<file path="src/rtl/adder_tree_pipe.sv">
// adder_tree_pipe: fully pipelined unsigned N_IN-operand adder tree, one register per level plus an output register.
// Define ADDER_TREE_ACC_EN to compile in the ACC_LEN-sample window accumulator; otherwise acc_mode/clr are ignored.
module adder_tree_pipe #(
   parameter int IN_W    = 14,
   parameter int N_IN    = 4,
   parameter int ACC_LEN = 4
) (
   input  logic                                              clk,
   input  logic                                              rst,
   input  logic                                              in_valid,
   input  logic [N_IN*IN_W-1:0]                              in_data,
   input  logic                                              acc_mode,
   input  logic                                              clr,
   output logic                                              out_valid,
   output logic [IN_W+$clog2(N_IN)+$clog2(ACC_LEN)-1:0]      out_data
);

   localparam int LVL   = $clog2(N_IN);
   localparam int SUM_W = IN_W + LVL;
   localparam int ACC_W = $clog2(ACC_LEN);
   localparam int OUT_W = SUM_W + ACC_W;

   // All tree levels share one flat bus; level j holds N_IN>>j nodes of IN_W+j bits each.
   function automatic int lvl_off(input int j);
      int off;
      off = 0;
      for (int i = 0; i < j; i++) begin
         off = off + (N_IN >> i) * (IN_W + i);
      end
      return off;
   endfunction

   localparam int TOT_W = lvl_off(LVL + 1);

   logic [TOT_W-1:0] tree_s;
   logic [LVL:0]     vld_s;
   logic [SUM_W-1:0] sum_s;
   logic             sum_v_s;

   logic             out_valid_q, out_valid_d;
   logic [OUT_W-1:0] out_data_q,  out_data_d;

   assign tree_s[N_IN*IN_W-1:0] = in_data;
   assign vld_s[0]              = in_valid;

   for (genvar j = 1; j <= LVL; j++) begin : g_lvl
      localparam int W    = IN_W + j;
      localparam int PW   = W - 1;
      localparam int NN   = N_IN >> j;
      localparam int OFF  = lvl_off(j);
      localparam int POFF = lvl_off(j - 1);

      logic [NN*W-1:0] data_d;
      logic [NN*W-1:0] data_q;
      logic            vld_q;

      for (genvar k = 0; k < NN; k++) begin : g_node
         assign data_d[k*W +: W] = {1'b0, tree_s[POFF + (2*k)*PW +: PW]}
                                 + {1'b0, tree_s[POFF + (2*k+1)*PW +: PW]};
      end

      // Level register: data only advances with a valid sample, so idle cycles leave it untouched.
      always_ff @(posedge clk or posedge rst) begin
         if (rst) begin
            data_q <= '0;
            vld_q  <= 1'b0;
         end else begin
            vld_q <= vld_s[j-1];
            if (vld_s[j-1]) begin
               data_q <= data_d;
            end else begin
               data_q <= data_q;
            end
         end
      end

      assign tree_s[OFF +: NN*W] = data_q;
      assign vld_s[j]            = vld_q;
   end

   assign sum_s   = tree_s[lvl_off(LVL) +: SUM_W];
   assign sum_v_s = vld_s[LVL];

`ifdef ADDER_TREE_ACC_EN
   localparam int CNT_W = (ACC_W > 0) ? ACC_W : 1;

   logic [OUT_W-1:0] acc_q, acc_d;
   logic [CNT_W-1:0] cnt_q, cnt_d;
   logic             mode_q;
   logic             restart_s;
   logic [OUT_W-1:0] acc_sum_s;

   assign restart_s = clr | (acc_mode ^ mode_q);
   assign acc_sum_s = acc_q + OUT_W'(sum_s);

   // Output stage: per-sample pass-through or window accumulation; a restart lets the arriving sample open the new window.
   always_comb begin
      out_valid_d = 1'b0;
      out_data_d  = out_data_q;
      acc_d       = acc_q;
      cnt_d       = cnt_q;
      if (!acc_mode || (ACC_LEN == 1)) begin
         acc_d = '0;
         cnt_d = '0;
         if (sum_v_s) begin
            out_valid_d = 1'b1;
            out_data_d  = OUT_W'(sum_s);
         end else begin
            out_valid_d = 1'b0;
            out_data_d  = out_data_q;
         end
      end else if (restart_s) begin
         if (sum_v_s) begin
            acc_d = OUT_W'(sum_s);
            cnt_d = CNT_W'(1);
         end else begin
            acc_d = '0;
            cnt_d = '0;
         end
      end else if (sum_v_s) begin
         if (cnt_q == CNT_W'(ACC_LEN - 1)) begin
            out_valid_d = 1'b1;
            out_data_d  = acc_sum_s;
            acc_d       = '0;
            cnt_d       = '0;
         end else begin
            acc_d = acc_sum_s;
            cnt_d = cnt_q + CNT_W'(1);
         end
      end else begin
         acc_d = acc_q;
         cnt_d = cnt_q;
      end
   end

   // Accumulator state and the registered mode used to detect mode switches.
   always_ff @(posedge clk or posedge rst) begin
      if (rst) begin
         acc_q  <= '0;
         cnt_q  <= '0;
         mode_q <= 1'b0;
      end else begin
         acc_q  <= acc_d;
         cnt_q  <= cnt_d;
         mode_q <= acc_mode;
      end
   end
`else
   logic unused_ctrl_s;
   assign unused_ctrl_s = acc_mode ^ clr;

   // Output stage without accumulator: every tree sum is emitted zero-extended.
   always_comb begin
      out_valid_d = 1'b0;
      out_data_d  = out_data_q;
      if (sum_v_s) begin
         out_valid_d = 1'b1;
         out_data_d  = OUT_W'(sum_s);
      end else begin
         out_valid_d = 1'b0;
         out_data_d  = out_data_q;
      end
   end
`endif

   // Output register; out_data holds its last value between pulses.
   always_ff @(posedge clk or posedge rst) begin
      if (rst) begin
         out_valid_q <= 1'b0;
         out_data_q  <= '0;
      end else begin
         out_valid_q <= out_valid_d;
         out_data_q  <= out_data_d;
      end
   end

   assign out_valid = out_valid_q;
   assign out_data  = out_data_q;

endmodule
</file>
<file path="config.mk">
export PLATFORM = sky130hd
export DESIGN_NAME = adder_tree_pipe
export DESIGN_NICKNAME = d
export VERILOG_FILES = /design/src/rtl/adder_tree_pipe.sv
export SDC_FILE = /design/constraint.sdc
export NUM_CORES = 1
export LEC_CHECK = 0
export CORE_AREA = 2 2 80 139
export CTS_CLUSTER_SIZE = 28
export DETAILED_ROUTE_END_ITERATION = 6
export DIE_AREA = 0 0 82 141
export PLACE_DENSITY = 0.68
export SYNTH_ARGS = -nofsm -noshare
export SYNTH_HDL_FRONTEND = slang
export SYNTH_SLANG_ARGS = --single-unit
</file>
<file path="constraint.sdc">
create_clock -name clk -period 3.7 [get_ports clk]
set_input_delay 0.555 -clock clk [delete_from_list [all_inputs] [get_ports clk]]
set_output_delay 0.555 -clock clk [all_outputs]
set_load 0.1 [all_outputs]
</file>
# == Yosys cells after proc, flatten, opt, wreduce, memory -nomap -nowiden ==
# Index checks and enable logic that the tools add are counted.
# classes
n_addsub,3
n_mux,1
# ops
cell,count
$add A14 B14 Y15,2
$add A15 B15 Y16,1
$mux W1,1
# word_totals
reg_bits,65
in_bits,61
out_inout_bits,19
elab_cells,10

# == Longest topological paths before layout ==
# Gate-level depths: netlist (run 1).
# depth
word_depth,1
ltp_mapped,7
mapped_depth_nobuf,7

# == Least setup slack after synthesis (run 1) ==
# No wires, ideal clock.
# synth_timing
path_type,input port to flip-flop
from,input in_data[28]
to,register g_lvl[1].data_q[29]
setup_time_ps,120
arrival_time_ps,2260
required_ps,3580
setup_slack_ps,1320
cell_stages,7
n_path_buf,0
cell_sequence,ha_1 > fa_1 > a211oi_1 > o21ai_0 > a211oi_1 > o21bai_1 > a41o_1
# synth_via
elab_chain_cells,1
# synth_lines
element,line_no,rtl
from (decl),11,"input logic [N_IN*IN_W-1:0] in_data,"
$add A14 B14 Y15,59,"+ {1'b0, tree_s[POFF + (2*k+1)*PW +: PW]};"
to (signal assigned),70,data_q <= data_d;
to (signal assigned),72,data_q <= data_q;
to (decl),54,logic [NN*W-1:0] data_q;
# No other way between the ends.
# A chain may end at the register's enable or synchronous reset.

# == Worst setup path after layout (run 1) ==
# layout_timing
from,input in_data[42]
to,register g_lvl[1].data_q[27]
# Same word-level chain as after synthesis.

==> flow_metrics.tcl, run 1 <==
set metrics [dict create \
    status "completed" \
    placementRows 50 \
    clkTransAtPathRegs_ns 0.06 \
    r2r_end "g_lvl[2].data_q[12]" \
    ir_worst_vdd_mv 0.722 \
    grt-busiest-layer "met2" \
    crit_type "input pin to flop" \
    grt_pass1_wl_um 17800 \
    yosys.area.top_type "dfrtp_1" \
    grt_max_degree 43 \
    clock_skew_ns 0.00742 \
    synthTopCellsByCount "dfrtp_1 (65), ha_1 (43), a21oi_1 (34)" \
    cts_made_buffers 9 \
    endpoint_kind "flop" \
    ys_seq_area_share_pct 35.6 \
    hp-class "input pin to async pin" \
    die_y_um 141 \
    path_max_fanout 3 \
    finalHoldViolCount 0 \
    use_met2_pct 36.2 \
    max_stage_delay_ns 0.43 \
    coreArea_um2 10500 \
    async_flop_share_pct 100 \
    htreeDepth 3 \
    setup_tns_ns 0 \
    num_vias 3947 \
    clockBufferDepth 2 \
    cts_tree "done" \
    rr_worst_depth 7 \
    met3_usage_pct 3.07 \
    routabilityCongestion 0.905 \
    grt_overflow 0 \
    start_util_pct 43.5 \
    vias_per_cell 5.75 \
    ys_top_cells_by_area "dfrtp_1 (36%), ha_1 (12%), mux2_2 (6.9%), a21oi_1 (3.7%), a21o_1 (3.6%)" \
    cellPowerDensity_nw_per_um2 643 \
    worstPathRequired_ns 3.91 \
    syn_inst 477 \
    max-slew-margin-rel_pct 34.5 \
    r2r_setup_slack_ns 0.93 \
    timing.rr.start "g_lvl[1].data_q[0]" \
    synth_seq_cells 65 \
    cts_root_buf "clkbuf_16" \
    max_cap_viol_count 0 \
    drive_gt1_share_pct 9.71 \
    slew_viol_final 0 \
    yosysMostFrequentCell "dfrtp_1" \
    grt_pass1_vias 4033 \
    finalCritPeriodShare_pct 76.1 \
    synth_edf_count 0 \
    fp.dieArea_um2 11600 \
    syn_area_um2 4570 \
    critPathArrivalTime_ns 3.03 \
    finalNetCount 658 \
    die_x_um 82 \
    worst_slew_pin_slew_ns 0.979 \
    drc_errors 0 \
    path_cells "clkdlybuf4s50_1 > ha_1 > fa_1 > a211oi_1 > o21ai_0 > a21oi_1 > o211ai_1 > a211o_1" \
    routed_wl_um 10900 \
    power_uw 3690 \
    first_iter_violations 154 \
    antenna_found_initial 0 \
    insertion_delay_ns 0.33 \
    cts_hold_buf 0 \
    utilization_pct 54.6 \
    slowest_stage "fa_1" \
    period_minus_slack_ns 2.82 \
    hpwl_um 8630 \
    first_pass_iters 4 \
    synth-main-ff-cell "dfrtp_1" \
    cts_setup_buffers 0 \
    routedWlPerCell_um 15.8 \
    avgSynthCellArea_um2 9.58 \
    ys_warn_count 0 \
    rsz0062_at_grt "false" \
    grt_use_total_pct 19.9 \
    areaGrowthSynthToFinish_pct 25.5 \
    cts.repair.resized 0 \
    grt.met1_usage_pct 20.0 \
    setup_violations 0 \
    fin_ws_ns 0.883 \
    antenna_cells 0 \
    startpoint_type "input pin" \
    cts_sinks 65 \
    synth_top_cell_area_share_pct 35.6 \
    max_freq_ghz 0.355 \
    port_buffers 75 \
    num_io_pins 80 \
    p_leak_uw 0.00248 \
    synth.distinct_cells 57 \
    place_ws_ns 0.564 \
    drtAntennaViolNets 0 \
]
worst max-delay path, delay by kind of cell:
family | cells | cell delay, ns
adder cells (fa/ha/maj) | 2 | 0.67
AO/OA/AOI/OAI | 5 | 1.37
buffers and inverters | 1 | 0.42
where the power goes:
group | total (µW) | switching [µW] | internal, µW
combinational | 1820 | 1180 | 647
clock | 793 | 305 | 488
sequential | 1070 | 137 | 938
layer usage:
| metal | part of all wire [%] | vias up |
|---|---|---|
| met1 | 38 | 1852 |
| met5 | 0 | - |
| met4 | 5.5 | 0 |
| met3 | 2.7 | 46 |
| li1 | - | 1950 |
| met2 | 54 | 99 |
cells in the final DEF (no fill, tap or decap), drive strengths merged, types with 3 or more instances in the layout:
cell,count
nand2b,5
o2bb2ai,5
nor2,33
o21a,12
ha,43
o2111a,3
fa,3
xnor2,12
a221o,3
buf,6
a31oi,6
o21ai,32
a211oi,19
nand3,12
o31ai,4
inv,19
mux2,28
and2,4
o2111ai,5
a211o,3
clkinvlp,3
clkbuf,12
nand4,7
a21o,22
nor3,9
or4,3
a21oi,34
clkdlybuf4s50,75
o221ai,4
nor2b,6
dfrtp,65
nand2,21
and3,7
registers in the layout, summed over array words and instances, names as in the netlist:
signal        count
out_data         16
out_valid         1
g_lvl.vld_q       2
g_lvl.data_q     46
stage by stage:
step	std cells	hold WS, ns	cell area, µm²
global placement	670	0.476	5450
CTS	686	0.434	5740
global route	686	0.465	5740
finish	686	0.436	5740
detailed placement	670	0.484	5450
floorplan	478	0.352	4570
layout make-up:
cell class / count / area (µm²)
fillers: 951 / 4770
inverters: 19 / 71.3
repair buffers: 81 / 796
clock inverters: 4 / 27.5
flip-flops and latches: 65 / 1630
clock buffers: 12 / 256
well taps: 130 / 163
multi-input cells: 375 / 2800
worst max path at each step:
| stage | start | to | depth (start not counted) |
|---|---|---|---|
| 6_report | in_data[42] | g_lvl[1].data_q[27] | 8 |
| 4_1_cts | in_data[42] | g_lvl[1].data_q[27] | 8 |
| 2_1_floorplan | in_data[28] | g_lvl[1].data_q[29] | 7 |
| 3_5_place_dp | in_data[42] | g_lvl[1].data_q[27] | 8 |
| 3_3_place_gp | in_data[28] | g_lvl[1].data_q[27] | 8 |
| 5_1_grt | in_data[42] | g_lvl[1].data_q[29] | 8 |
cells by family (layout without fill, tap and decap cells):
| group | after synthesis | count (layout) | share of synthesized area (%) |
|---|---|---|---|
| xor+xnor | 14 | 14 | 2.68 |
| other cells | 1 | 2 | 0.0821 |
| mux | 30 | 30 | 7.34 |
| flops | 65 | 65 | 35.6 |
| simple gates | 116 | 116 | 12.8 |
| buf+inv | 38 | 116 | 3.29 |
| compound gates | 167 | 167 | 25.1 |
| fa+ha+maj | 46 | 46 | 13.1 |
(Power assumes the default switching activity.)
==> inputs of run 2 (changes only) <==
- PLACE_DENSITY: 0.68 -> 0.71
- clock period: 3.7 -> 2.4 ns (I/O delays scaled with it)
==> run 2 against run 1 <==
  * Setup slack got worse by 0.82 ns
  * Largest cell class unchanged
  * Largest power group unchanged
  * Flip-flop and latch count unchanged
  * Total power rose by 60%
  * First-iteration DRC count fell by 13%
  * Sequential share of layout area decreased by 1.9 points
  * Cell area grew 7.0%
==> flow_metrics.tcl, run 2 (same netlist as run 1, synthesis figures left out) <==
set metrics [dict create \
    seqPwrFrac_pct 28.1 \
    regMostFlops "g_lvl.data_q" \
    hp-class "input pin to async pin" \
    num_vias 4263 \
    finalNetCount 711 \
    clock_skew_ns 0.00643 \
    routabilityCongestion 0.937 \
    antenna_cells 0 \
    areaGrowthSynthToFinish_pct 34.4 \
    first_pass_iters 5 \
    vias_per_cell 5.77 \
    die_y_um 141 \
    die_x_um 82 \
    cellPowerDensity_nw_per_um2 960 \
    worstPathRequired_ns 2.61 \
    htreeDepth 3 \
    insertion_delay_ns 0.34 \
    start_util_pct 43.5 \
    fin_cells 739 \
    startpoint_type "flop" \
    grt_overflow 0 \
    drc_errors 0 \
    placementRows 50 \
    largest_reg_flops 46 \
    placed_area_um2 5810 \
    fp.dieArea_um2 11600 \
    holdWs_ns 0.405 \
    clkTransAtPathRegs_ns 0.06 \
    layout_common_cells "buf_4 (75), dfrtp_1 (65), clkdlybuf4s50_1 (58)" \
    port_buffers 75 \
    first_iter_violations 134 \
    crit_type "flop to flop" \
    grt_pass1_wl_um 20100 \
    routedWlPerCell_um 16.3 \
    drtAntennaViolNets 0 \
    max_cap_viol_count 0 \
    final_area_um2 6140 \
    power_frac_comb_pct 51.1 \
    antenna_found_initial 0 \
    coreArea_um2 10500 \
    worst_slew_pin_slew_ns 0.645 \
    routed_wl_um 12100 \
    cts_tree "done" \
    slew_viol_final 0 \
    grt_use_total_pct 22.5 \
    setup_tns_ns 0 \
    hpwl_um 9660 \
    critPathArrivalTime_ns 2.56 \
    finalCritPeriodShare_pct 97.6 \
    path_max_fanout 2 \
    ir_worst_vdd_mv 0.933 \
    drive_gt1_share_pct 21.8 \
    endpoint_kind "flop" \
    grt_max_degree 66 \
    setup_violations 0 \
    cts_root_buf "clkbuf_16" \
    max-slew-margin-rel_pct 57.0 \
    grt_pass1_vias 4439 \
    num_io_pins 80 \
    fin_ws_ns 0.0580 \
    place_ws_ns -0.382 \
    cts_made_buffers 9 \
    p_leak_uw 0.00276 \
    cts_hold_buf 0 \
    p_switching_uw 2640 \
    period_minus_slack_ns 2.34 \
    place_inst 722 \
    p_int_uw 3260 \
    clockBufferDepth 2 \
    rsz0062_at_grt "true" \
    final_common_cell "buf_4" \
    max_freq_ghz 0.427 \
    cts_sinks 65 \
    power_frac_clock_pct 20.8 \
    p_sw_share_pct 44.7 \
    status "completed" \
    finalHoldViolCount 0 \
]
-- run 2: per-stage QoR --
stage | power (µW) | util, %
2_1_floorplan | 3780 | -
3_3_place_gp | 4560 | 55.3
3_5_place_dp | 4640 | 55.3
4_1_cts | 5890 | 58.1
5_1_grt | 6230 | 58.4
6_report | 5890 | 58.4
-- run 2: power groups by stage --
| stage | clock network (µW) | registers (µW) | logic [µW] |
|---|---|---|---|
| final | 1230 | 1660 | 3010 |
| after global routing | 1300 | 1700 | 3230 |
| after CTS | 1250 | 1660 | 2980 |
| after detailed placement | 0 | 1680 | 2960 |
| after global placement | 0 | 1660 | 2900 |
| after floorplan | 0 | 2550 | 1230 |
-- run 2: worst paths after layout --
| kind | start | endpoint | slack, ns | depth (start not counted) |
|---|---|---|---|---|
| setup / recovery | g_lvl[1].data_q[15] | g_lvl[2].data_q[12] | 0.06 | 8 |
| hold / removal | rst | out_data[1] | 0.40 | 3 |
| setup reg to reg | g_lvl[1].data_q[15] | g_lvl[2].data_q[12] | 0.06 | 8 |
| hold reg to reg | g_lvl[2].data_q[3] | g_lvl[2].data_q[3] | 0.48 | 1 |
| max in group asynchronous | rst | g_lvl[1].data_q[29] | 1.72 | 3 |
| min in group clk | g_lvl[2].data_q[3] | g_lvl[2].data_q[3] | 0.48 | 1 |
-- run 2: per-layer routing --
| layer | share of wire (%) | routed length (µm) | up-vias | track usage, % |
|---|---|---|---|---|
| li1 | - | - | 2069 | - |
| met5 | 0 | 0 | - | 0 |
| met2 | 56 | 6760 | 118 | 41.5 |
| met3 | 3.0 | 365 | 39 | 3.01 |
| met4 | 4.6 | 552 | 0 | 13.9 |
| met1 | 36 | 4380 | 2037 | 22.7 |
-- run 2: worst max-delay path, stage by stage, from the launching register on --
cell,delay [ns]
dfrtp_1,0.38
ha_2,0.20
fa_2,0.39
a211oi_4,0.28
o21ai_2,0.10
a311oi_2,0.25
buf_4,0.17
nor3_2,0.03
or4_1,0.40
-- run 2: area by class of cell --
class	instances	area (µm²)
inverters	19	71.3
fillers	917	4370
clock inverters	7	53.8
clock buffers	9	225
repair buffers	134	1160
flip-flops and latches	65	1630
multi-input cells	375	2840
well taps	130	163
-- run 2: what timing repair did --
action                     4_1_cts  5_1_grt
gates resized for setup          2        8
setup buffers                    0        1
setup endpoints to repair        2       10
pin swaps                        3       10
==> inputs of run 3 (changes only) <==
- SLEW_MARGIN: default -> 30
==> results of run 3 <==
Same layout as run 2: the final DEF is identical, and so are final timing and power.
